<file path="src/rtl/lsu_mem_port.sv">
// lsu_mem_port: load/store unit between the single-cycle RV32I core and a
// word-addressed data memory with a req/ack handshake.
// Stores drive byte-lane strobes and lane-replicated write data; loads pick
// and extend the addressed byte/half/word.  The core is stalled while a
// memory transaction is outstanding.
// Optional feature: define LSU_TIMEOUT_EN to abort a WAIT that lasts
// TIMEOUT_CYCLES cycles without an ack (access_err pulse, mem_data=0).
module lsu_mem_port #(
   parameter int ADDR_W         = 32,
   parameter int TIMEOUT_CYCLES = 255
) (
   input  logic              clk,
   input  logic              rst,
   input  logic              MemRead,
   input  logic              MemWrite,
   input  logic [2:0]        funct3,
   input  logic [ADDR_W-1:0] addr,
   input  logic [31:0]       store_data,
   output logic [31:0]       mem_data,
   output logic              stall,
   output logic              access_err,
   output logic              mem_req,
   output logic              mem_we,
   output logic [ADDR_W-1:0] mem_addr,
   output logic [3:0]        mem_be,
   output logic [31:0]       mem_wdata,
   input  logic [31:0]       mem_rdata,
   input  logic              mem_ack
);

   typedef enum logic [1:0] {S_IDLE, S_WAIT, S_DONE} state_t;

   state_t            r_state;
   logic              r_mem_req;
   logic              r_mem_we;
   logic [ADDR_W-1:0] r_mem_addr;
   logic [3:0]        r_mem_be;
   logic [31:0]       r_mem_wdata;
   logic [31:0]       r_mem_data;
   logic [2:0]        r_funct3;
   logic [1:0]        r_off;
   logic              r_to_err;

   logic              w_idle;
   logic              w_op;
   logic              w_illegal_f3;
   logic              w_misaligned;
   logic              w_err;
   logic              w_start;
   logic              w_timeout;
   logic [3:0]        w_st_be;
   logic [31:0]       w_st_wdata;
   logic [31:0]       w_load_val;

   // Request decode: classify the op presented in IDLE as start, error or none.
   always_comb begin
      w_idle       = (r_state == S_IDLE);
      w_op         = MemRead | MemWrite;
      w_illegal_f3 = (MemRead  && (funct3 == 3'b011 || funct3 == 3'b110 || funct3 == 3'b111)) ||
                     (MemWrite && (funct3[2] || funct3 == 3'b011));
      w_misaligned = (funct3[1:0] == 2'b01 && addr[0]) ||
                     (funct3[1:0] == 2'b10 && addr[1:0] != 2'b00);
      w_err        = w_idle && w_op &&
                     ((MemRead && MemWrite) || w_illegal_f3 || w_misaligned);
      w_start      = w_idle && w_op && !w_err;
   end

   // Store lane steering: strobe shifted to the byte offset, data replicated to every lane.
   always_comb begin
      // NOTE: every always_comb output gets a default first, so no path can infer a latch.
      w_st_be    = 4'b1111;
      w_st_wdata = store_data;
      case (funct3[1:0])
         2'b00: begin
            w_st_be    = 4'b0001 << addr[1:0];
            w_st_wdata = {4{store_data[7:0]}};
         end
         2'b01: begin
            w_st_be    = 4'b0011 << addr[1:0];
            w_st_wdata = {2{store_data[15:0]}};
         end
         default: ;
      endcase
   end

   // Load extraction from the returned word, using the size and offset latched at request time.
   always_comb begin
      logic [7:0]  v_byte;
      logic [15:0] v_half;
      v_byte     = mem_rdata[8*r_off +: 8];
      v_half     = r_off[1] ? mem_rdata[31:16] : mem_rdata[15:0];
      w_load_val = mem_rdata;
      case (r_funct3)
         3'b000:  w_load_val = {{24{v_byte[7]}}, v_byte};
         3'b100:  w_load_val = {24'd0, v_byte};
         3'b001:  w_load_val = {{16{v_half[15]}}, v_half};
         3'b101:  w_load_val = {16'd0, v_half};
         default: w_load_val = mem_rdata;
      endcase
   end

`ifdef LSU_TIMEOUT_EN
   localparam int CNT_W = ($clog2(TIMEOUT_CYCLES + 1) > 8) ? $clog2(TIMEOUT_CYCLES + 1) : 8;
   logic [CNT_W-1:0] r_wait_cnt;

   // Wait counter: zero outside WAIT, counts WAIT cycles that pass without an ack.
   always_ff @(posedge clk) begin
      if (rst) begin
         r_wait_cnt <= '0;
      end else if (r_state != S_WAIT) begin
         r_wait_cnt <= '0;
      end else if (!mem_ack) begin
         r_wait_cnt <= r_wait_cnt + 1'b1;
      end
   end

   assign w_timeout = (r_state == S_WAIT) && !mem_ack &&
                      (r_wait_cnt == CNT_W'(TIMEOUT_CYCLES - 1));
`else
   assign w_timeout = 1'b0;
`endif

   // Transaction FSM with registered memory-side outputs and load result.
   always_ff @(posedge clk) begin
      if (rst) begin
         r_state     <= S_IDLE;
         r_mem_req   <= 1'b0;
         r_mem_we    <= 1'b0;
         r_mem_addr  <= '0;
         r_mem_be    <= 4'b0000;
         r_mem_wdata <= '0;
         r_mem_data  <= '0;
         r_funct3    <= 3'b000;
         r_off       <= 2'b00;
         r_to_err    <= 1'b0;
      end else begin
         // NOTE: state is updated with non-blocking assignments so every register samples pre-edge values.
         r_to_err <= 1'b0;
         case (r_state)
            S_IDLE: begin
               if (w_start) begin
                  r_state     <= S_WAIT;
                  r_mem_req   <= 1'b1;
                  r_mem_we    <= MemWrite;
                  r_mem_addr  <= {addr[ADDR_W-1:2], 2'b00};
                  r_mem_be    <= MemWrite ? w_st_be : 4'b1111;
                  r_mem_wdata <= MemWrite ? w_st_wdata : 32'd0;
                  r_funct3    <= funct3;
                  r_off       <= addr[1:0];
               end else if (w_err) begin
                  r_mem_data  <= '0;
               end
            end
            S_WAIT: begin
               if (mem_ack) begin
                  r_mem_req <= 1'b0;
                  if (!r_mem_we) r_mem_data <= w_load_val;
                  r_state   <= S_DONE;
               end else if (w_timeout) begin
                  r_mem_req  <= 1'b0;
                  r_mem_data <= '0;
                  r_to_err   <= 1'b1;
                  r_state    <= S_DONE;
               end
            end
            // DONE always returns to IDLE; a still-asserted op is not re-issued here.
            S_DONE:  r_state <= S_IDLE;
            default: r_state <= S_IDLE;
         endcase
      end
   end

   assign stall      = w_start || (r_state == S_WAIT);
   assign access_err = w_err || r_to_err;
   assign mem_data   = w_err ? 32'd0 : r_mem_data;
   assign mem_req    = r_mem_req;
   assign mem_we     = r_mem_we;
   assign mem_addr   = r_mem_addr;
   assign mem_be     = r_mem_be;
   assign mem_wdata  = r_mem_wdata;

endmodule

</file>
<file path="config.mk">
export PLATFORM = sky130hd
export DESIGN_NAME = lsu_mem_port
export DESIGN_NICKNAME = d
export VERILOG_FILES = /design/src/rtl/lsu_mem_port.sv
export SDC_FILE = /design/constraint.sdc
export NUM_CORES = 1
export LEC_CHECK = 0
export ABC_CLOCK_PERIOD_IN_PS = 5150
export BUFFER_PORTS_ARGS = -buffer_cell sky130_fd_sc_hd__clkbuf_2
export CAP_MARGIN = 20
export CELL_PAD_IN_SITES_DETAIL_PLACEMENT = 1
export CELL_PAD_IN_SITES_GLOBAL_PLACEMENT = 1
export CORE_MARGIN = 2
export CORE_UTILIZATION = 38
export CTS_CLUSTER_DIAMETER = 120
export DETAILED_ROUTE_END_ITERATION = 10
export PLACE_DENSITY = 0.95
export SLEW_MARGIN = 20
export SYNTH_ARGS = -nofsm -noshare
export SYNTH_HDL_FRONTEND = slang
export SYNTH_SLANG_ARGS = --single-unit
</file>
<file path="constraint.sdc">
create_clock -name clk -period 5.15 [get_ports clk]
set_input_delay 0.2575 -clock clk [delete_from_list [all_inputs] [get_ports clk]]
set_output_delay 0.2575 -clock clk [all_outputs]
set_load 0.05 [all_outputs]
</file>
==> flow_metrics.tcl <==
set metrics [dict create \
    cts_resized 0 \
    crit_path_end_kind "flop" \
    cts.path.max_buffers 2 \
    core_sq_um 13830 \
    p_sw_mw 0.7087 \
    die_area_sq_um 15010 \
    clockRootBuffer "clkbuf_16" \
    layout_commonest_cell "clkbuf_2" \
    path_buf_inv 1 \
    ant_nets 0 \
    synthCells 640 \
    power_frac_comb_pct 25.0 \
    clock_skew_ps 9.942 \
    p_int_mw 1.397 \
    path_max_fanout 21 \
    avgSynthCellArea_sq_um 8.342 \
    timing.max_cap.violations 0 \
    ys_seq_area_share_pct 40.12 \
    r2r_cells 6 \
    gp_congestion 0.8752 \
    track_usage_pct 23.12 \
    antenna_found_initial 1 \
    postCtsSetupRepairBufs 0 \
    path_clk_slew_ps 70 \
    seqPwrFrac_pct 42.9 \
    grt_first_pass_wirelength_um 27050 \
    drtPass1Iterations 4 \
    grt_max_degree 89 \
    clk_latency_ps 350 \
    rsz0062_at_grt "false" \
    power_mw 2.106 \
    vias_per_cell 5.539 \
    hold_path_class "input pin to flop" \
    port_buffers 205 \
    met1_usage_pct 29.56 \
    drive_gt1_share_pct 32.80 \
    critPathCapture "r_mem_data[20]" \
    fmax_mhz 333.8 \
    top_usage_layer "met2" \
    cp-startpoint "r_off[1]" \
    r2r_slack_ps 2150 \
    fin_util_pct 48.43 \
    worstSetupPathType "flop to flop" \
    wl_um 17790 \
    pre_cts_ws_ps 1983 \
    post-route-worst-setup-slack_ps 2154 \
    synth_edf_count 0 \
    grt.overflow.total 0 \
    ys_async_sr_fraction_pct 0 \
    slowest_delay_ps 980 \
    rr_endpoint "r_mem_data[20]" \
    min_period_over_period_pct 58.17 \
    ys_warn_count 0 \
    p_leak_nw 2.745 \
    nets 913 \
    hold_violations 0 \
    cts_hold_buf 0 \
    io_pins 208 \
    p_clk_share_pct 32.2 \
    die_w_um 122.5 \
    crit_path_cell_trace "mux4_2 > nor4b_4 > buf_8 > a2111oi_1 > o21ai_0 > o2bb2ai_1" \
    cp.required_ps 5360 \
    reg2reg_from "r_off[1]" \
    vias 5495 \
    setup_violations 0 \
    syn_to_final_growth_pct 25.43 \
    hpwl_um 12990 \
    start_util_pct 38.61 \
    synth_cell_types 49 \
    synth_area_sq_um 5339 \
    status "finished, final reports clean" \
    peakVddDrop_mv 0.1325 \
    critPathTopFamily "flip-flops" \
    worst_pin_slew_ps 1007 \
    grtUsageMet3_pct 4.879 \
    finalCriticalPeriod_ps 2996 \
    cp_slowest_cell "dfxtp_1" \
    p_sw_share_pct 33.65 \
    cp_num_cells 6 \
    cts_tree "built" \
    clock_sinks 107 \
    relSlewSlack_pct 32.77 \
    rows 43 \
    die_h_um 122.5 \
    arrival_ps 3200 \
    maxSlewViolCount 0 \
    setup_tns_ps 0 \
    synth_ff_type "dfxtp_1" \
    final_cell_mix "clkbuf_2 (204), nand2_1 (134), dfxtp_1 (107)" \
    grt_pass1_vias 5280 \
    powerDensity_nw_per_um2 314.5 \
    ys_ff_latch 107 \
    met2_usage_pct 37.57 \
    drc 0 \
    htree_levels 3 \
    start_kind "flop" \
    cts_made_buffers 9 \
    hold_ws_ps 123.4 \
    wl_per_cell_um 17.94 \
    drt_iter0_markers 274 \
]
-- cell usage after synthesis, types with 2 or more instances --
library cell  number  share of area (%)
nand2_1          134                9.4
dfxtp_1          107                 40
a21oi_1           87                8.2
and2_1            32                3.7
clkbuf_1          27                1.9
nand3_1           23                2.2
o21ai_0           18                1.7
buf_2             16                1.5
mux2_2            16                3.4
nor2_1            16                1.1
o2bb2ai_1         16                2.6
or3_1             14                1.6
buf_4             12                1.7
mux2i_1           10                1.9
o21ai_1           10               0.94
a2111oi_2          9                2.5
a22oi_1            8                1.1
o2111ai_1          8                1.3
a21o_1             7               0.98
a221oi_1           7                1.1
inv_1              7               0.49
nand4_1            7               0.82
o22a_1             7                1.1
a2111oi_1          6                1.1
a311oi_1           3               0.49
nor2b_1            3               0.35
a2111oi_4          2                1.0
nand2b_1           2               0.23
nand3b_1           2               0.28
nor3_1             2               0.19
nor3b_1            2               0.28
o21bai_1           2               0.28
o221ai_1           2               0.33
-- registers in the layout, indices dropped and copies added (netlist names) --
name / cells
mem_wdata: 32
r_mem_data: 32
mem_addr: 30
mem_be: 4
r_funct3: 3
r_off: 2
r_state: 2
mem_req: 1
mem_we: 1
-- cell families (layout without fill, tap and decap cells) --
group | Yosys count | count (layout) | share of synthesized area [%]
DFF | 107 | 107 | 40.12
muxes | 27 | 27 | 5.671
AOI/OAI and AO/OA | 198 | 198 | 26.69
and+or+nand+nor | 243 | 243 | 21.58
other | 1 | 3 | 0.07024
buffers and inverters | 64 | 234 | 5.859
-- power groups by stage --
stage               combinational, mW  clock [mW]  sequential, mW
floorplan                       0.280           0            1.01
global placement                0.506           0           0.918
detailed placement              0.518           0           0.921
CTS                             0.520       0.692           0.902
global route                    0.563       0.731           0.908
finish                          0.526       0.677           0.903
-- stage by stage --
| stage | cells | instance area (sq um) |
|---|---|---|
| 2_1_floorplan | 641 | 5343 |
| 3_3_place_gp | 976 | 6380 |
| 3_5_place_dp | 976 | 6380 |
| 4_1_cts | 989 | 6660 |
| 5_1_grt | 991 | 6694 |
| 6_report | 992 | 6696 |
-- how the worst min path moves through the flow --
stage	start	end	slack, ps	cells after the start
global placement	r_mem_data[14]	r_mem_data[14]	440	2
CTS	addr[29]	mem_addr[29]	110	3
floorplan	addr[0]	r_off[0]	390	2
finish	addr[29]	mem_addr[29]	120	3
detailed placement	r_mem_data[25]	r_mem_data[25]	450	1
global route	addr[17]	mem_addr[17]	120	3
-- layout make-up --
type                    instances  area, sq um
fillers                      1721         7131
multi-input cells             470         2915
flip-flops and latches        107         2142
repair buffers                214         1105
clock buffers                   9        225.2
well taps                     180        225.2
clock inverters                 4        55.05
inverters                       7        26.28
diodes                          1        2.502
-- worst register-to-register path, stage by stage (launching register included) --
cell,delay (ps)
dfxtp_1,980
mux4_2,650
nor4b_4,190
buf_8,200
a2111oi_1,510
o21ai_0,160
o2bb2ai_1,170
-- metal layers --
metal / vias up / part of all wire, % / wire, um
met4: 2 / 2.6 / 456
met3: 36 / 6.8 / 1214
met2: 203 / 48 / 8565
met5: - / 0.090 / 16
met1: 2638 / 42 / 7540
li1: 2616 / - / -
No activity file was read; power rests on OpenSTA's default activity.
